`config.mk`:
```
export PLATFORM = sky130hd
export DESIGN_NAME = bky_load_arb
export DESIGN_NICKNAME = d
export VERILOG_FILES = /design/src/rtl/bky_ctrl_pkg.sv /design/src/rtl/bky_rr_arb.sv /design/src/rtl/bky_load_arb.sv
export SDC_FILE = /design/constraint.sdc
export NUM_CORES = 1
export LEC_CHECK = 0
export CELL_PAD_IN_SITES_DETAIL_PLACEMENT = 0
export CELL_PAD_IN_SITES_GLOBAL_PLACEMENT = 1
export CORE_MARGIN = 5
export CORE_UTILIZATION = 30
export DETAILED_ROUTE_END_ITERATION = 8
export PLACE_DENSITY_LB_ADDON = 0.2
export SYNTH_ARGS = -nofsm -noshare
export SYNTH_HDL_FRONTEND = slang
export SYNTH_SLANG_ARGS = --single-unit
```
`constraint.sdc`:
```
create_clock -name CLK40 -period 2.4 [get_ports CLK40]
set_input_delay 0.36 -clock CLK40 [delete_from_list [all_inputs] [get_ports CLK40]]
set_output_delay 0.36 -clock CLK40 [all_outputs]
set_load 0.005 [all_outputs]
```
`src/rtl/bky_ctrl_pkg.sv`:
```
// Shared types and constants for the Buckeye load arbiter: FSM states,
// requester indices and default sizing.
package bky_ctrl_pkg;

    typedef enum logic [1:0] {
        IDLE = 2'd0,
        XFER = 2'd1,
        WAIT = 2'd2,
        CLR  = 2'd3
    } bky_state_e;

    localparam int unsigned REQ_BPI     = 0;
    localparam int unsigned REQ_JTAG    = 1;

    // 6 chips x 48 channels x 3 bits, packed into 16-bit words
    localparam int unsigned NWORDS_DEF  = 54;
    localparam int unsigned TMO_CYC_DEF = 65536;

endpackage

```
`src/rtl/bky_rr_arb.sv`:
```
// Two-way round-robin arbiter. Holds the last-granted record, which resets to
// JTAG so that BPI wins the first tie after reset.
module bky_rr_arb
    import bky_ctrl_pkg::*;
(
    input  logic       clk,
    input  logic       rst_n,
    input  logic [1:0] req,
    input  logic       update,
    output logic [1:0] gnt
);

    logic last_q;
    logic last_d;

    // One-hot grant: on a tie the requester not served last wins
    always_comb begin
        gnt = 2'b00;
        if (req == 2'b11) begin
            if (last_q == 1'(REQ_JTAG)) begin
                gnt = 2'b01;
            end else begin
                gnt = 2'b10;
            end
        end else begin
            gnt = req;
        end
    end

    // Last-granted record follows each committed grant
    always_comb begin
        last_d = last_q;
        if (update && (|req)) begin
            last_d = gnt[REQ_JTAG];
        end else begin
            last_d = last_q;
        end
    end

    // Last-granted register, synchronous active-low reset
    always_ff @(posedge clk) begin
        if (!rst_n) begin
            last_q <= 1'(REQ_JTAG);
        end else begin
            last_q <= last_d;
        end
    end

endmodule

```
`src/rtl/bky_load_arb.sv`:
```
// Buckeye load arbiter: routes one BPI or JTAG load of NWORDS words into the
// loader FIFO, waits for the loader, then clears it. Optional macro BKY_LOAD_TIMEOUT_EN.
module bky_load_arb
    import bky_ctrl_pkg::*;
#(
    parameter int unsigned NWORDS  = NWORDS_DEF,
    parameter int unsigned TMO_CYC = TMO_CYC_DEF
) (
    input  logic        CLK40,
    input  logic        RST_N,
    input  logic        BPI_REQ,
    input  logic        BPI_VLD,
    input  logic [15:0] BPI_DATA,
    output logic        BPI_RDY,
    input  logic        JTAG_REQ,
    input  logic        JTAG_VLD,
    input  logic [15:0] JTAG_DATA,
    output logic        JTAG_RDY,
    output logic        CAPTURE,
    output logic [15:0] AL_DATA,
    input  logic        AL_FULL,
    input  logic        AL_DONE,
    output logic        CLR_AL_DONE,
    output logic        BUSY,
    output logic [1:0]  GNT,
    output logic [6:0]  WCNT,
    output logic        LOAD_OK,
    output logic        LOAD_TMO
);

    localparam logic [6:0] LAST_IDX = 7'(NWORDS - 1);

    bky_state_e  state_q, state_d;
    logic [1:0]  gnt_q, gnt_d;
    logic [6:0]  wcnt_q, wcnt_d;
    logic [1:0]  pend_q, pend_d;
    logic        capture_q, capture_d;
    logic [15:0] al_data_q, al_data_d;
    logic        clr_q, clr_d;
    logic        ok_q, ok_d;
    logic        busy_q, busy_d;

    logic [1:0]  req_s;
    logic [1:0]  req_eff_s;
    logic [1:0]  vld_s;
    logic [1:0]  rdy_s;
    logic [1:0]  arb_gnt_s;
    logic        arb_upd_s;
    logic        acc_s;
    logic [15:0] acc_data_s;
    logic        tmo_hit_s;

    assign req_s     = {JTAG_REQ, BPI_REQ};
    assign vld_s     = {JTAG_VLD, BPI_VLD};
    // Requests seen during a load are remembered until the next IDLE
    assign req_eff_s = req_s | pend_q;

    assign rdy_s[REQ_BPI]  = (state_q == XFER) && gnt_q[REQ_BPI]  && !AL_FULL;
    assign rdy_s[REQ_JTAG] = (state_q == XFER) && gnt_q[REQ_JTAG] && !AL_FULL;
    assign acc_s           = |(rdy_s & vld_s);
    assign acc_data_s      = gnt_q[REQ_JTAG] ? JTAG_DATA : BPI_DATA;

    bky_rr_arb u_arb (
        .clk    (CLK40),
        .rst_n  (RST_N),
        .req    (req_eff_s),
        .update (arb_upd_s),
        .gnt    (arb_gnt_s)
    );

`ifdef BKY_LOAD_TIMEOUT_EN
    logic [16:0] wcyc_q, wcyc_d;
    logic        tmo_q, tmo_d;

    assign tmo_hit_s = (state_q == WAIT) && (wcyc_q == 17'(TMO_CYC - 1));

    // WAIT-cycle counter and sticky timeout flag
    always_comb begin
        wcyc_d = 17'd0;
        tmo_d  = tmo_q;
        if (state_q == WAIT) begin
            wcyc_d = wcyc_q + 17'd1;
        end else begin
            wcyc_d = 17'd0;
        end
        if (ok_d) begin
            tmo_d = 1'b0;
        end else if (tmo_hit_s && !AL_DONE) begin
            tmo_d = 1'b1;
        end else begin
            tmo_d = tmo_q;
        end
    end

    // Timeout registers
    always_ff @(posedge CLK40) begin
        if (!RST_N) begin
            wcyc_q <= 17'd0;
            tmo_q  <= 1'b0;
        end else begin
            wcyc_q <= wcyc_d;
            tmo_q  <= tmo_d;
        end
    end

    assign LOAD_TMO = tmo_q;
`else
    // TMO_CYC only matters when the timeout is built in
    logic unused_tmo_cfg_s;
    assign unused_tmo_cfg_s = ^(17'(TMO_CYC));
    assign tmo_hit_s        = 1'b0;
    assign LOAD_TMO         = 1'b0;
`endif

    // Next state, grant, word count and registered output strobes
    always_comb begin
        state_d   = state_q;
        gnt_d     = gnt_q;
        wcnt_d    = wcnt_q;
        arb_upd_s = 1'b0;
        clr_d     = 1'b0;
        ok_d      = 1'b0;
        capture_d = acc_s;
        if (acc_s) begin
            al_data_d = acc_data_s;
        end else begin
            al_data_d = al_data_q;
        end
        if (state_q != IDLE) begin
            pend_d = pend_q | (req_s & ~gnt_q);
        end else begin
            pend_d = pend_q;
        end
        case (state_q)
            IDLE: begin
                if (|req_eff_s) begin
                    arb_upd_s = 1'b1;
                    gnt_d     = arb_gnt_s;
                    pend_d    = pend_q & ~arb_gnt_s;
                    state_d   = XFER;
                end else begin
                    state_d   = IDLE;
                end
            end
            XFER: begin
                if (acc_s) begin
                    wcnt_d = wcnt_q + 7'd1;
                    if (wcnt_q == LAST_IDX) begin
                        state_d = WAIT;
                    end else begin
                        state_d = XFER;
                    end
                end else begin
                    state_d = XFER;
                end
            end
            WAIT: begin
                if (AL_DONE) begin
                    state_d = CLR;
                    clr_d   = 1'b1;
                    ok_d    = 1'b1;
                end else if (tmo_hit_s) begin
                    state_d = CLR;
                    clr_d   = 1'b1;
                end else begin
                    state_d = WAIT;
                end
            end
            CLR: begin
                state_d = IDLE;
                gnt_d   = 2'b00;
                wcnt_d  = 7'd0;
            end
            default: begin
                state_d = IDLE;
                gnt_d   = 2'b00;
                wcnt_d  = 7'd0;
            end
        endcase
        busy_d = (state_d != IDLE);
    end

    // Control and output registers, synchronous active-low reset
    always_ff @(posedge CLK40) begin
        if (!RST_N) begin
            state_q   <= IDLE;
            gnt_q     <= 2'b00;
            wcnt_q    <= 7'd0;
            pend_q    <= 2'b00;
            capture_q <= 1'b0;
            al_data_q <= 16'h0000;
            clr_q     <= 1'b0;
            ok_q      <= 1'b0;
            busy_q    <= 1'b0;
        end else begin
            state_q   <= state_d;
            gnt_q     <= gnt_d;
            wcnt_q    <= wcnt_d;
            pend_q    <= pend_d;
            capture_q <= capture_d;
            al_data_q <= al_data_d;
            clr_q     <= clr_d;
            ok_q      <= ok_d;
            busy_q    <= busy_d;
        end
    end

    assign BPI_RDY     = rdy_s[REQ_BPI];
    assign JTAG_RDY    = rdy_s[REQ_JTAG];
    assign CAPTURE     = capture_q;
    assign AL_DATA     = al_data_q;
    assign CLR_AL_DONE = clr_q;
    assign LOAD_OK     = ok_q;
    assign BUSY        = busy_q;
    assign GNT         = gnt_q;
    assign WCNT        = wcnt_q;

endmodule

```
# Word-level counts from Yosys, hierarchy flattened
# Index checks and enable logic that the tools add are counted.
[word_totals]
regBits = 33
inputBits = 40
out_inout_bits = 32
word_cells = 58
[classes]
n_addsub = 1
n_eq_ne = 7
n_mux = 18
n_bitwise = 7
reduce_logical = 16
[ops]
columns = ["cell", "count"]
rows = [
  ["16-bit 2-to-1 mux", 1],
  ["2-bit 2-to-1 mux", 8],
  ["7-bit one-hot mux with 2 select lines", 1],
  ["2-bit one-hot mux with 4 select lines", 1],
  ["2-bit nonzero test", 4],
  ["7-bit by 1-bit adder with 7-bit output, second input constant", 1],
  ["7-bit by 6-bit == test with 1-bit output, second input constant", 1],
  ["7-bit 2-to-1 mux", 1],
  ["2-bit bitwise AND", 3],
  ["2-bit == test, second input constant", 3],
  ["2-bit AND reduction", 3],
  ["1-bit logical AND", 5],
  ["1-bit 2-to-1 mux", 5],
  ["2-bit inequality test, second input constant", 2],
  ["2-bit inverter", 2],
  ["2-bit OR", 2],
  ["2-bit one-hot mux with 2 select lines", 1],
  ["2-bit OR reduction", 2],
  ["2-bit by 1-bit == test with 1-bit output, second input constant", 1],
  ["2-bit zero test", 1],
  ["1-bit zero test", 1],
]

# Longest topological paths before layout
# Gate-level depths: netlist (run 1).
[logic_depth]
ltp_word = 8
depth_mapped = 6
mapped_depth_nobuf = 5

# Cells and area by module
# From an unflattened synthesis (run 1), not the netlist that was laid out.
[hier_totals]
cells_unflattened = 175
area_unflattened_um2 = 1667.8
[by_module_without_submodules]
columns = ["mod", "n_inst", "cells_per_inst", "area_each_um2", "seq_area_each_um2"]
rows = [
  ["bky_load_arb", 1, 168, 1609.0, 640.6],
  ["bky_rr_arb", 1, 7, 58.8, 20.0],
]

# Worst setup path after synthesis (run 1)
# OpenSTA, ideal clock, no wires.
[synth_path]
path_type = "reg-to-reg"
startpoint = "register wcnt_q[0] (netlist: WCNT[0])"
endpoint = "register state_q[0]"
setup_time_ns = 0.122
arrival_ns = 1.728
required_ns = 2.278
path_slack_ns = 0.550
stages_incl_launch_ff = 5
path_buffers = 0
synth_period_minus_slack_ns = 1.850
path_cell_list = "dfxtp_1 ha_1 or4bb_1 or4_4 a221o_1"
[synth_via]
elab_chain_len = 4
[synth_lines]
columns = ["item", "line", "rtl"]
rows = [
  ["from (decl)", "bky_load_arb.sv:35", "logic [6:0] wcnt_q, wcnt_d;"],
  ["from (signal assigned)", "bky_load_arb.sv:198", "wcnt_q <= wcnt_d;"],
  ["7-bit by 6-bit == test with 1-bit output", "bky_load_arb.sv:148", "if (wcnt_q == LAST_IDX) begin"],
  ["2-bit 2-to-1 mux", "bky_load_arb.sv:148", ""],
  ["2-bit 2-to-1 mux", "bky_load_arb.sv:146", "if (acc_s) begin"],
  ["2-bit one-hot mux with 4 select lines", "bky_load_arb.sv:134", "case (state_q)"],
  ["to (signal assigned)", "bky_load_arb.sv:196", "state_q <= state_d;"],
  ["to (decl)", "bky_load_arb.sv:33", "bky_state_e state_q, state_d;"],
]
# No other way between the ends.
# A chain may end at the register's enable or synchronous reset.

# Worst setup path after layout (run 1)
[layout_path]
startpoint = "register state_q[0]"
endpoint = "output BPI_RDY"
[layout_via]
elab_chain_len = 3
[layout_lines]
columns = ["item", "line", "rtl"]
rows = [
  ["2-bit by 1-bit == test with 1-bit output", "bky_load_arb.sv:58", "assign rdy_s[REQ_BPI] = (state_q == XFER) && gnt_q[REQ_BPI] && !AL_FULL;"],
  ["1-bit logical AND (2 in series)", "bky_load_arb.sv:58", ""],
  ["to (decl)", "bky_load_arb.sv:14", "output logic BPI_RDY,"],
]
# No other way between the ends.

==> impl_metrics.py, run 1 <==
metrics = {
    "status": {
        "status": "complete, no violations",
    },
    "synthesis": {
        "largest_area_contributor_in_the_synthesized_netlist": "sky130_fd_sc_hd__dfxtp_1",
        "sequential_area_share_after_synthesis_pct": 40.40,
        "synthesis.yosys.warnings": 0,
        "synth_common_cells": "33 x sky130_fd_sc_hd__dfxtp_1, 20 x sky130_fd_sc_hd__mux2i_1, 14 x sky130_fd_sc_hd__nand3_1",
        "postSynth.asyncResetShare_pct": 0,
        "yosysMostFrequentCell": "sky130_fd_sc_hd__dfxtp_1",
        "count_of_distinct_cell_types_in_the_synthesized_netlist": 45,
        "synth_seq_cells": 33,
        "synth_top_flop_cell": "sky130_fd_sc_hd__dfxtp_1",
        "synth-edff-count": 0,
        "synth_top_cells_by_area": "sky130_fd_sc_hd__dfxtp_1 40%, sky130_fd_sc_hd__mux2i_1 12%, sky130_fd_sc_hd__o211a_1 7.3%, sky130_fd_sc_hd__nand3_1 4.3%, sky130_fd_sc_hd__a211oi_1 2.8%",
        "postSynthAreaPerCell_um2": 9.563,
        "syn_inst": 171,
        "syn-num-nets": 213,
        "synth_area_um2": 1635,
        "synth_largest_type_area_fraction_pct": 40.40,
    },
    "detailed_routing": {
        "drt_drc_violations_left": 0,
        "dr_total_vias": 1548,
        "drt_pass1_iterations": 4,
        "antenna_violating_nets_post_route": 0,
        "avgViaCountPerCell": 4.899,
        "met3RoutedLength_um": 388,
        "post_drt_wl_per_cell_um": 14.46,
        "finalWirelength_um": 4570,
        "highest-signal-layer": "met4",
        "route.met2.wl_um": 2133,
        "drt-met1-wl_um": 1977,
        "detailedRoute.firstIterationViolations": 67,
    },
    "min_path": {
        "worstHoldPathType": "flop to flop",
    },
    "worst_setup_path": {
        "setup_slack_of_the_worst_register_to_register_path_ps": 480,
        "timing.critical_path.fanout_max": 10,
        "worst-endpoint-arrival_ps": 1820,
        "endpoint_kind": "output port",
        "worstPathRequired_ps": 2040,
        "timing.setup.critical_path_class": "flop to output port",
        "worstSetupStartpointType": "flop",
    },
    "cts": {
        "cts_buffers": 5,
        "clock_tree_from_tritoncts": "yes",
        "cts_repair_resize_count": 0,
        "cts_hold_buffers": 0,
        "clock_sink_total": 33,
        "clk-insertion-delay-late_ps": 290,
        "root_buffer": "sky130_fd_sc_hd__clkbuf_8",
        "clock_path_buffers": 2,
        "cts_max_level": 2,
        "cts.reportedPaths.clkPinSlew_ps": 80,
        "post_cts_buffers": 0,
    },
    "placed_design": {
        "numPlacedInstances": 308,
        "port-buffer-count": 70,
        "finalWeightedCongestion": 0.7130,
        "place_hpwl_um": 3426,
        "pre_cts_ws_ps": 245.6,
    },
    "power": {
        "seq_power_share_pct": 38.6,
        "clockPowerShare_pct": 40.6,
        "fraction_of_power_spent_switching_nets_pct": 24.59,
        "p_leak_uw": 0.001055,
        "share_comb_of_total_power_pct": 20.8,
        "max-vdd-ir-drop_mv": 0.3567,
        "p_switching_uw": 383.2,
        "p_int_uw": 1175,
        "cellPowerDensity_nw_per_um2": 608.2,
    },
    "floorplan": {
        "dieArea_um2": 7027,
        "placementRows": 26,
        "design.portCount": 72,
        "start_util_pct": 31.42,
        "dieWidth_um": 83.83,
        "placeableCoreArea_um2": 5205,
        "die_y_um": 83.83,
    },
    "finish": {
        "fillers": 510,
        "nets": 287,
        "drive_gt1_share_pct": 9.350,
        "antenna-diode-count": 0,
        "finalNonFillerCells": 316,
        "multi_input_gate_area_um2": 882.1,
        "syn2layout_area_growth_pct": 56.69,
        "final-seq-area_um2": 660.6,
    },
    "sta": {
        "timing_limited_maximum_frequency_mhz": 459.1,
        "final.hold.worst_slack_ps": 497.3,
        "drv_slew": 0,
        "setup_slack_ps": 221.8,
        "setup_viol": 0,
        "grt_setup_unrepaired": "no",
        "finalCritPeriodShare_pct": 90.76,
        "hold_viol": 0,
        "layout_min_cycle_time_ps": 2178,
        "tns_ps": 0,
        "clock-skew-final_ps": 10.68,
    },
    "run": {
        "max-cap-violations": 0,
    },
    "global_routing": {
        "grt_util_all_layers_pct": 13.06,
        "grt_first_pass_wirelength_um": 7417,
        "grt_pass1_vias": 1490,
        "grt_max_degree": 20,
        "grt_antenna_before_repair": 0,
        "globalRoute.totalOverflow": 0,
    },
}
==> through the flow <==
step           power [uW]  instance area [um2]  utilization (%)
3_3_place_gp        941.3                 2429            46.66
2_1_floorplan       777.8                 1635                -
6_report             1558                 2562            49.23
3_5_place_dp        941.3                 2429            46.66
4_1_cts              1576                 2562            49.23
5_1_grt              1634                 2562            49.23
==> routing by layer <==
metal	vias up	track usage, %
li1	782	-
met1	711	16.33
met2	47	20.25
met3	8	5.133
met4	0	4.825
met5	-	0
==> area by class of cell <==
cell class              instances  area share (%)
multi-input cells             120           34.42
flip-flops and latches         33           25.78
well taps                      70           3.418
clock buffers                   5           2.686
clock inverters                 3           2.539
inverters                       4          0.5859
repair buffers                 81           30.57
==> flip-flops by register name, summed over array words and instances (netlist names) <==
register / count
AL_DATA: 16
WCNT: 7
u_arb.last_q: 1
pend_q: 2
BUSY: 1
GNT: 2
state_q: 2
LOAD_OK: 1
CAPTURE: 1
==> worst paths after layout <==
kind / from / to / cells after the start
max: state_q[0]$_SDFF_PN0_ / BPI_RDY / 3
min: AL_DATA[4]$_SDFFE_PN0P_ / AL_DATA[4]$_SDFFE_PN0P_ / 1
max reg2reg: WCNT[1]$_SDFFE_PN0P_ / state_q[0]$_SDFF_PN0_ / 5
min reg2reg: AL_DATA[4]$_SDFFE_PN0P_ / AL_DATA[4]$_SDFFE_PN0P_ / 1
==> cells in the final DEF (no fill, tap or decap), types with 3 or more instances in the layout <==
| cell type | count |
|---|---|
| sky130_fd_sc_hd__a211oi_1 | 6 |
| sky130_fd_sc_hd__a21oi_1 | 7 |
| sky130_fd_sc_hd__buf_4 | 11 |
| sky130_fd_sc_hd__clkbuf_8 | 5 |
| sky130_fd_sc_hd__clkdlybuf4s50_1 | 70 |
| sky130_fd_sc_hd__dfxtp_1 | 33 |
| sky130_fd_sc_hd__inv_1 | 4 |
| sky130_fd_sc_hd__mux2i_1 | 20 |
| sky130_fd_sc_hd__nand2_1 | 7 |
| sky130_fd_sc_hd__nand2b_1 | 4 |
| sky130_fd_sc_hd__nand3_1 | 14 |
| sky130_fd_sc_hd__nor2_1 | 4 |
| sky130_fd_sc_hd__nor3_1 | 4 |
| sky130_fd_sc_hd__o211a_1 | 12 |
| sky130_fd_sc_hd__o21a_1 | 3 |
| sky130_fd_sc_hd__o21ai_0 | 3 |
==> critical path, stage by stage, from the launching register on <==
cell	delay, ps
sky130_fd_sc_hd__dfxtp_1	500
sky130_fd_sc_hd__or3b_4	440
sky130_fd_sc_hd__nor2_1	90
sky130_fd_sc_hd__clkdlybuf4s50_1	500
==> power by group through the flow <==
stage	combinational [uW]	clock [uW]	sequential, uW
4_1_cts	329	645	602
5_1_grt	354	673	606
2_1_floorplan	170	0	608
3_3_place_gp	328	0	613
3_5_place_dp	328	0	614
6_report	325	632	602
==> logic make-up after synthesis <==
kind of cell             count (synthesis)  synth area share, %
AND/OR/NAND/NOR                         52                18.21
AO/OA/AOI/OAI                           45                21.42
flip-flops                              33                40.40
multiplexers                            20                12.24
buffers and inverters                   18                5.967
adder cells (fa/ha/maj)                  2                1.530
other                                    1               0.2293
Power figures use the tool's default switching activity.
==> inputs of run 2 (changes only) <==
- CTS_CLUSTER_SIZE: unset -> 25
- SLEW_MARGIN: unset -> 25
==> results of run 2 <==
Final layout, timing and power as in run 1 (identical DEF).
==> RTL change 1, RTL diff (config.mk and constraints of run 2) <==
Re-encode `bky_state_e` (4 states) as one-hot, 4 bits wide.
--- a/src/rtl/bky_ctrl_pkg.sv
+++ b/src/rtl/bky_ctrl_pkg.sv
@@ -2,11 +2,11 @@
 // requester indices and default sizing.
 package bky_ctrl_pkg;
 
-    typedef enum logic [1:0] {
-        IDLE = 2'd0,
-        XFER = 2'd1,
-        WAIT = 2'd2,
-        CLR  = 2'd3
+    typedef enum logic [3:0] {
+        IDLE = 4'b0001,
+        XFER = 4'b0010,
+        WAIT = 4'b0100,
+        CLR  = 4'b1000
     } bky_state_e;
 
     localparam int unsigned REQ_BPI     = 0;
Formal check against the unedited RTL: no difference found for any inputs over 10 cycles, from zero or initial values and one cycle with RST_N low; not proved beyond that.
==> RTL change 1 against run 2 <==
- count of clock-buffer cells in the layout is 2 higher
- highest routed layer unchanged
- wire length is 7.7% lower
- clock power is 36% lower
- maximum frequency is 1.9% lower
- cell count is 1.6% higher
- non-clock buffer count is 2 lower
- sequential cell count is 2 higher
- sequential power is 4.8% higher
- global-route usage is 0.69 points lower
- design area is 0.39% lower
- total power is 14% lower
- worst setup slack worse by 0.042 ns
- area after synthesis is 2.0% higher
==> RTL change 1: results (changes against run 2) <==
Proportion of layout cells with a drive suffix above 1: 12.45% (+3.1 points)
Pre-CTS setup slack: 0.4722 ns (+0.2266 ns)
GRT Total Usage: 12.37% (-0.69 points)
FF-to-FF End: AL_DATA[6]
Net Sw Frac: 27.21% (+2.6 points)
Area grow syn2layout: 53.04%
Status: finished clean
WL final: 4218 um (-7.7%)
Combinational power: 0.299 mW (-8.0%)
CP Capture Point: JTAG_RDY
First-pass GRT wire length: 7134 um (-3.8%)
Hold Crit Endpoint: AL_DATA[7]
GR Layer Usage met2: 19.29% (-0.96 points)
Fill count: 516 (+1.2%)
Yosys cell types: 39 (-13%)
Routed WL per cell: 13.14 um (-9.1%)
Clk power: 0.407 mW (-36%)
Metal2 WL: 1906 um (-11%)
Initial DRC Count: 44 (-34%)
P_sw: 0.3641 mW (-5.0%)
Sequential fraction of the synthesis area: 42.01% (+1.6 points)
Vias in the first global route: 1482 (-0.54%)
Worst Hold Launch: AL_DATA[7]
Crit path DAT: 1.86 ns (+0.04 ns)
Grt met3 use: 6.869% (+1.7 points)
Fin nets: 290 (+1.0%)
[RTL change 1: cell count changes in the layout (fill, tap and decap cells not counted), moves of 4 or more]
cell / delta
o21ai_0: +4
nor2_1: +23
xnor2_1: +6
a211oi_2: +12
buf_4: -4
o211a_1: -12
nand3_1: -10
mux2i_1: -4
[RTL change 1: final cells by class]
type | instances | area share (%)
Sequential cell | 35 | 27.45
Tap cell | 72 | 3.529
Inverter | 6 | 0.8824
Multi-Input combinational cell | 121 | 33.87
Clock buffer | 7 | 2.990
Clock inverter | 1 | 0.1961
Timing Repair Buffer | 79 | 31.08
[RTL change 1: logic make-up after synthesis]
kind of cell	synth area share (%)
adder cells (fa/ha/maj)	1.500
other	0.2248
AND/OR/NAND/NOR	19.13
buffers and inverters	6.151
AO/OA/AOI/OAI	18.23
multiplexers	9.602
flip-flops	42.01
XOR/XNOR	3.151
[RTL change 1: critical path, cell delays in order, from the launching register on]
cell and delay [ns]:
dfxtp_1 0.34, or4b_1 0.56, nor3_1 0.16, clkdlybuf4s50_1 0.53
==> RTL change 2, RTL diff (flow settings as in run 2) <==
Without the edit above. Add a define of `BKY_LOAD_TIMEOUT_EN`.
--- a/src/rtl/bky_load_arb.sv
+++ b/src/rtl/bky_load_arb.sv
@@ -1,5 +1,7 @@
 // Buckeye load arbiter: routes one BPI or JTAG load of NWORDS words into the
 // loader FIFO, waits for the loader, then clears it. Optional macro BKY_LOAD_TIMEOUT_EN.
+`define BKY_LOAD_TIMEOUT_EN
+
 module bky_load_arb
     import bky_ctrl_pkg::*;
 #(
Behaviour: no difference found for any inputs over 10 cycles, from zero or initial values and one cycle with RST_N low; that may be too few to reach the edited logic, so the function may still have changed.
==> RTL change 2 against run 2 <==
- combinational power decreased by 21%
- design area grew 27%
- sequential cell count rose by 19
- worst setup slack got worse by 0.015 ns
- count of clock-buffer cells in the layout grew 1
- total power up 13%
- wire length rose by 19%
- area after synthesis is 42% higher
- cell count grew 37%
- clock skew decreased by 0.0038 ns
- critical path type unchanged
- highest routed layer unchanged
==> RTL change 2: results (changes against run 2) <==
Status: finished clean
GRT Total Usage: 11.86% (-1.2 points)
Top post-synthesis cells by count: dfxtp_1 (52), nor2_1 (30), nand2_1 (29)
Metal2 WL: 2511 um (+18%)
Register clock-pin slew on the reported worst setup and hold paths: 0.10 ns (+0.02 ns)
Worst Path Max Fanout: 11 (+1)
DP Wirelength: 4019 um (+17%)
Yosys cell types: 33 (-27%)
Grt met3 use: 5.143% (+0.0096 points)
DR vias/cell: 4.665 (-4.8%)
Cell internal pwr: 1.357 mW (+16%)
Routed length on met3: 439 um (+13%)
Placed Area: 0.003151 sq mm (+30%)
GR Layer Usage met2: 19.84% (-0.40 points)
Wl on met1: 2418 um (+22%)
Max reg flops: 17 (+1)
DRT Pass-1 Iters: 6 (+2)
Pin count of the biggest net entering global routing: 35 (+75%)
Sequential fraction of the synthesis area: 44.83% (+4.4 points)
First-pass GRT wire length: 9397 um (+27%)
Fin nets: 374 (+30%)
GPL Wtd Cong: 0.7327 (+2.8%)
GRT met1 Usage: 13.84% (-2.5 points)
Vias in the first global route: 2048 (+37%)
Proportion of layout cells with a drive suffix above 1: 4.230% (-5.1 points)
Worst VDD drop: 0.3275 mV (-8.2%)
Initial DRC Count: 79 (+18%)
Synthesized Nets: 304 (+43%)
Pre-CTS setup slack: 0.3291 ns (+0.08354 ns)
Routed WL per cell: 12.51 um (-13%)
Skew final: 0.006891 ns (-0.003789 ns)
==> RTL change 2: logic make-up (layout without fill, tap and decap cells) <==
family          count (synthesis)  count (layout)  share of synthesized area [%]
flops                          52              52                          44.83
simple gates                  112             112                          23.44
buf+inv                        19              90                          3.395
fa+ha+maj                       4               4                          2.155
compound gates                 40              40                          12.88
mux                            16              16                          6.896
xor+xnor                       17              17                          6.412
==> RTL change 2: path summary, 6_finish.rpt <==
kind	cells past startpoint	end	slack, ns	start
worst max-delay path	3	JTAG_RDY	0.21	state_q[0]
worst min-delay path	2	LOAD_TMO	0.49	LOAD_TMO
worst max register to register	8	state_q[0]	0.32	wcyc_q[0]
worst min register to register	2	LOAD_TMO	0.49	LOAD_TMO
==> RTL change 2: through the flow <==
stage	instances	power [mW]	hold slack [ns]
floorplan	260	1.060	0.4415
global placement	425	1.200	0.4555
detailed placement	425	1.201	0.4684
CTS	433	1.794	0.4921
global route	433	1.867	0.5225
finish	433	1.767	0.4890
==> RTL change 2: power by group through the flow <==
stage / sequential [mW] / combinational (mW) / clock [mW]
after CTS: 0.921 / 0.262 / 0.611
after global placement: 0.941 / 0.259 / 0
final: 0.920 / 0.257 / 0.589
after detailed placement: 0.940 / 0.261 / 0
after floorplan: 0.929 / 0.131 / 0
after global routing: 0.927 / 0.288 / 0.653
==> RTL change 2: area by class of cell <==
type                            instances  area (sq um)
Clock buffer                            6         72.57
Clock inverter                          2         35.03
Fill cell                             783          4389
Inverter                                7         26.28
Multi-Input combinational cell        189          1202
Sequential cell                        52          1041
Tap cell                              102         127.6
Timing Repair Buffer                   75         753.2
==> RTL change 2: worst max-delay path, stage by stage (launching register included) <==
cell and delay (ns):
dfxtp_1 0.55, nor3b_2 0.32, and2_1 0.17, clkdlybuf4s50_1 0.50
